<file path="src/rtl/cv32e40p_reg_bank_par.sv">
// Register bank with even parity per GROUP_WIDTH-bit slice, a registered read port,
// a background scrubber and first-error capture for the safety logic.
module cv32e40p_reg_bank_par #(
    parameter int DATA_WIDTH  = 32,
    parameter int GROUP_WIDTH = 8,
    parameter int DEPTH       = 4,
    parameter int CNT_WIDTH   = 4,
    localparam int NGROUPS    = DATA_WIDTH / GROUP_WIDTH,
    localparam int AW         = $clog2(DEPTH)
) (
    input  logic                  clk,
    input  logic                  rst,
    input  logic                  we_i,
    input  logic [AW-1:0]         waddr_i,
    input  logic [DATA_WIDTH-1:0] wdata_i,
    input  logic                  inj_err_i,
    input  logic                  re_i,
    input  logic [AW-1:0]         raddr_i,
    output logic [DATA_WIDTH-1:0] rdata_o,
    output logic                  rvalid_o,
    output logic                  rerr_o,
    input  logic                  scrub_en_i,
    output logic                  scrub_pass_o,
    output logic [CNT_WIDTH-1:0]  err_cnt_o,
    output logic                  err_sticky_o,
    output logic [AW-1:0]         err_addr_o,
    input  logic                  clr_i
);

    typedef enum logic {SCRUB_IDLE, SCRUB_SCAN} scrub_state_t;

    logic [DATA_WIDTH-1:0] mem_data [DEPTH];
    logic [NGROUPS-1:0]    mem_par  [DEPTH];
    logic [AW-1:0]         scrub_ptr;

    scrub_state_t          scrub_state;
    logic [NGROUPS-1:0]    wpar;
    logic                  rd_err;
    logic                  sc_err;
    logic                  scrub_chk;
    logic                  err_ev;
    logic [AW-1:0]         err_ev_addr;

    function automatic logic [NGROUPS-1:0] calc_par(input logic [DATA_WIDTH-1:0] d);
        logic [NGROUPS-1:0] p;
        p = '0;
        for (int g = 0; g < NGROUPS; g++) begin
            p[g] = ^d[g*GROUP_WIDTH +: GROUP_WIDTH];
        end
        return p;
    endfunction

    // Injection flips only the group-0 parity bit, so the data itself stays intact.
    assign wpar   = calc_par(wdata_i) ^ NGROUPS'(inj_err_i);
    assign rd_err = |(calc_par(mem_data[raddr_i]) ^ mem_par[raddr_i]);
    assign sc_err = |(calc_par(mem_data[scrub_ptr]) ^ mem_par[scrub_ptr]);

    // The scrubber only gets the bank in cycles without core traffic.
    always_comb begin
        scrub_state = scrub_en_i ? SCRUB_SCAN : SCRUB_IDLE;
        scrub_chk   = (scrub_state == SCRUB_SCAN) && !we_i && !re_i;
        err_ev      = (re_i && rd_err) || (scrub_chk && sc_err);
        err_ev_addr = re_i ? raddr_i : scrub_ptr;
    end

    always_ff @(posedge clk) begin
        if (rst) begin
            for (int i = 0; i < DEPTH; i++) begin
                mem_data[i] <= '0;
                mem_par[i]  <= '0;
            end
        end else if (we_i) begin
            mem_data[waddr_i] <= wdata_i;
            mem_par[waddr_i]  <= wpar;
        end
    end

    always_ff @(posedge clk) begin
        if (rst) begin
            rdata_o  <= '0;
            rvalid_o <= 1'b0;
            rerr_o   <= 1'b0;
        end else begin
            rvalid_o <= re_i;
            rerr_o   <= re_i && rd_err;
            if (re_i) begin
                rdata_o <= mem_data[raddr_i];
            end
        end
    end

    always_ff @(posedge clk) begin
        if (rst) begin
            scrub_ptr    <= '0;
            scrub_pass_o <= 1'b0;
        end else begin
            scrub_pass_o <= scrub_chk && (scrub_ptr == AW'(DEPTH - 1));
            if (scrub_chk) begin
                if (scrub_ptr == AW'(DEPTH - 1)) begin
                    scrub_ptr <= '0;
                end else begin
                    scrub_ptr <= scrub_ptr + 1'b1;
                end
            end
        end
    end

    // A clear in the same cycle as an event leaves exactly that event recorded.
    always_ff @(posedge clk) begin
        if (rst) begin
            err_cnt_o    <= '0;
            err_sticky_o <= 1'b0;
            err_addr_o   <= '0;
        end else if (clr_i) begin
            err_cnt_o    <= err_ev ? CNT_WIDTH'(1) : '0;
            err_sticky_o <= err_ev;
            err_addr_o   <= err_ev ? err_ev_addr : '0;
        end else if (err_ev) begin
            if (err_cnt_o != '1) begin
                err_cnt_o <= err_cnt_o + 1'b1;
            end
            if (!err_sticky_o) begin
                err_sticky_o <= 1'b1;
                err_addr_o   <= err_ev_addr;
            end
        end
    end

endmodule
</file>
<file path="config.mk">
export PLATFORM = sky130hd
export DESIGN_NAME = cv32e40p_reg_bank_par
export DESIGN_NICKNAME = d
export VERILOG_FILES = /design/src/rtl/cv32e40p_reg_bank_par.sv
export SDC_FILE = /design/constraint.sdc
export NUM_CORES = 1
export LEC_CHECK = 0
export CORE_MARGIN = 1
export CORE_UTILIZATION = 53
export CTS_CLUSTER_DIAMETER = 30
export DETAILED_ROUTE_END_ITERATION = 10
export HOLD_SLACK_MARGIN = 0.12
export PLACE_DENSITY = 0.77
export SLEW_MARGIN = 20
export SYNTH_ARGS = -nofsm -noshare
export SYNTH_HDL_FRONTEND = slang
export SYNTH_SLANG_ARGS = --single-unit
</file>
<file path="constraint.sdc">
create_clock -name clk -period 3.4 [get_ports clk]
set_clock_uncertainty 0.2 [all_clocks]
set_input_delay 1.02 -clock clk [delete_from_list [all_inputs] [get_ports clk]]
set_output_delay 1.02 -clock clk [all_outputs]
set_load 0.02 [all_outputs]
</file>
==> results.cfg <==
[run_status]
outcome = finished, final reports clean

[critical_path]
cp_slowest_cell = mux4_2
crit_chain = buf_4, buf_12, buf_16, mux4_2, xnor2_2, xnor2_1, xnor2_1, xnor2_1, a41oi_2, buf_6, o21a_1, mux2i_1
worst_setup_path_end_kind = register
crit_path_start_kind = input port
cpPeakStageDelay_ns = 0.58
crit_arrival_ns = 3.44
critPathMaxFanout = 13
crit_top_cell = xnor2_1
cp.required_ns = 3.52
crit_type = input port to register

[yosys]
synthMuxAreaShare = 0.1617
ys_ff_latch = 190
synth_area_per_cell_um2 = 13.46
synthAdderAreaFrac = 0.002558
synth-simple-area-share = 0.1220
synth-seq-area-share = 0.5362
synth_compound_area_frac = 0.01855
synth_cells = 727
synth_xor_area_frac = 0.1365
synthesis.nets = 772
syn_area_um2 = 9782
synth_top_family_by_area = multiplexers
ys_types = 41
yosysWarningCount = 0

[placed_design]
placed_area_um2 = 11360
pre_cts_slack_ns = -0.5790
place_hpwl_um = 14780
port_buffers = 84
gp_congestion = 0.8368

[floorplan]
core_um2 = 18020
die-area_um2 = 19000
die_w_um = 137.9
rows = 49
ios = 85
die_h_um = 137.9
start_util = 0.5427

[route]
wl_um = 21490
firstDrtPassIters = 4
drc = 0
vias = 6029
ant_nets = 0
viasPerCell = 5.407
wl_per_cell_um = 19.27
drtIter0Drc = 387

[clocking]
holdBufCountCts = 0
cts_made_buffers = 17
clock_latency_ns = 0.44
path_clk_slew_ns = 0.06
cts_sinks = 190
ctsLongestPathBuffers = 2
cts_tree = built
ctsHtreeMaxLevel = 4
cts_root_buf = clkbuf_16

[timing]
relSlewSlack = 0.4997
tightest_slew_ns = 0.7407
holdWs_ns = 0.2923
finalHoldViolations = 0
rsz0062_at_grt = no
fin_ws_ns = 0.08566
finalCriticalPeriod_ns = 3.314
fmaxAchievable_mhz = 301.7
setup_viol = 0
report.final.slew_viol_count = 0
post-route-period-util = 0.9748

[pwr]
p_switching_uw = 1631
internal_power_uw = 4632
seqPwrFrac = 0.449
power_uw = 6263
p_comb_frac = 0.226
clkPwrFrac = 0.325
max-vdd-ir-drop_mv = 0.3867
swShare = 0.2604
p_leak_uw = 0.004474
p_per_area_nw_per_um2 = 518.9

[global_route]
grt_overflow = 0
grt_pass1_wl_um = 33960
grt_max_degree = 49
grt_pass1_vias = 6400
grt.total_usage = 0.2443
antenna_found_initial = 0

[finish]
layout.nets = 918
syn2layout_area_growth_pct = 23.39
design_area_um2 = 12070
nFillCells = 1268
final_layout_size_suffix_gt1_frac = 0.1919
antennaDiodeCount = 0

[worst_hold_path]
worstHoldPathType = register to register

[flow_run]
maxCapViolations = 0
-- cell families (layout without fill, tap and decap cells) --
| family | after synthesis | count (layout) |
|---|---|---|
| AND/OR/NAND/NOR | 219 | 219 |
| flip-flops | 190 | 190 |
| XOR/XNOR | 149 | 149 |
| multiplexers | 100 | 100 |
| buffers and inverters | 43 | 202 |
| AO/OA/AOI/OAI | 24 | 24 |
| adder cells (fa/ha/maj) | 2 | 2 |
-- cells in the final DEF (no fill, tap or decap), types with 7 or more instances in the layout --
cell type	n
nor2_1	61
nand2_1	7
dfxtp_1	45
buf_12	8
xnor2_1	93
xor2_1	47
inv_1	8
edfxtp_1	144
clkdlybuf4s50_1	80
mux4_2	40
xnor2_2	8
mux2i_1	56
buf_4	68
clkbuf_16	17
and2_1	129
a21oi_1	11
-- critical path, delay by kind of cell --
| kind | cells | cell delay, ns |
|---|---|---|
| multiplexers | 2 | 0.70 |
| AO/OA/AOI/OAI | 2 | 0.39 |
| buffers and inverters | 4 | 0.58 |
| XOR/XNOR | 4 | 0.73 |
-- cell usage after synthesis --
cell type / count / area, um^2
a41oi_2: 1 / 16.27
xnor2_1: 97 / 849.6
buf_4: 2 / 15.01
or2_2: 2 / 12.51
xnor2_2: 4 / 65.06
nand2b_1: 5 / 31.28
and3_1: 1 / 6.260
nor3_1: 3 / 15.01
o211ai_1: 1 / 7.510
nand3_1: 2 / 10.01
o2bb2ai_1: 1 / 8.760
or3_1: 3 / 18.77
nor3b_1: 2 / 15.01
ha_1: 2 / 25.02
xor2_1: 48 / 420.4
o21ai_1: 1 / 5.000
mux2i_1: 56 / 560.5
and2_1: 129 / 807.0
mux4_2: 36 / 810.8
buf_2: 9 / 45.04
buf_6: 1 / 11.26
a32o_1: 2 / 20.02
o21bai_1: 1 / 7.510
edfxtp_1: 144 / 4324
o32ai_2: 1 / 16.27
mux4_1: 8 / 210.2
a41oi_1: 1 / 8.760
o21ai_0: 1 / 5.000
o21a_1: 1 / 7.510
nor2_1: 63 / 236.5
a21oi_1: 11 / 55.05
or2_4: 1 / 8.760
nor2b_1: 1 / 6.260
a221oi_2: 1 / 15.01
clkbuf_1: 20 / 75.07
dfxtp_1: 46 / 920.9
inv_1: 8 / 30.03
nand2_1: 7 / 26.28
buf_1: 1 / 3.750
a31o_2: 1 / 8.760
buf_12: 2 / 40.04
-- power by group through the flow --
stage / sequential [uW] / combinational [uW] / clock, uW
floorplan: 2870 / 838 / 0
global placement: 2850 / 1360 / 0
detailed placement: 2860 / 1380 / 0
CTS: 2810 / 1390 / 2070
global route: 2830 / 1520 / 2150
finish: 2810 / 1410 / 2040
-- state kept, by name, summed over array words and instances (netlist names), named ones only --
| register | count |
|---|---|
| mem_data | 128 |
| mem_par | 16 |
| err_cnt_o | 4 |
| scrub_pass_o | 1 |
| err_sticky_o | 1 |
| rdata_o | 32 |
| err_addr_o | 2 |
| rerr_o | 1 |
| rvalid_o | 1 |
| scrub_ptr | 2 |
-- layer usage --
layer / vias up / wire [um] / share of wire / track usage
met3: 31 / 1354 / 0.063 / 0.04971
li1: 2855 / - / - / -
met2: 178 / 11190 / 0.52 / 0.4300
met4: 0 / 373 / 0.017 / 0.08394
met1: 2965 / 8570 / 0.40 / 0.2979
met5: - / 0 / 0 / 0
-- area by class of cell --
type | count | area, um^2 | share of cell area
clock inverters | 11 | 138.9 | 0.01151
multi-input cells | 494 | 4364 | 0.3616
repair buffers | 162 | 1544 | 0.1279
inverters | 8 | 30.03 | 0.002488
flip-flops and latches | 190 | 5246 | 0.4346
clock buffers | 21 | 460.4 | 0.03815
well taps | 229 | 286.5 | 0.02374
-- per-stage QoR --
step | TNS [ns] | util | std cells
finish | 0 | 0.6697 | 1115
global placement | -3.959 | 0.6302 | 1074
CTS | 0 | 0.6638 | 1106
global route | 0 | 0.6697 | 1115
detailed placement | -4.193 | 0.6302 | 1074
floorplan | -0.03465 | - | 727
-- final timing paths --
path                            startpoint            end  slack [ns]  cells past startpoint
worst min register to register  rdata_o[7]     rdata_o[7]        0.29                      2
worst max register to register    register  err_addr_o[0]        0.35                      9
worst min-delay path            rdata_o[7]     rdata_o[7]        0.29                      2
worst max-delay path            raddr_i[0]   err_cnt_o[1]        0.09                     12
-- what timing repair did --
action / CTS / global route
resized for setup: 3 / 12
pin swaps: 0 / 5
cloned: 0 / 0
setup endpoints to repair: 7 / 7
endpoints found under the hold margin: 0 / 0
buffers inserted: 0 / 9
No activity file was read; power rests on OpenSTA's default activity.
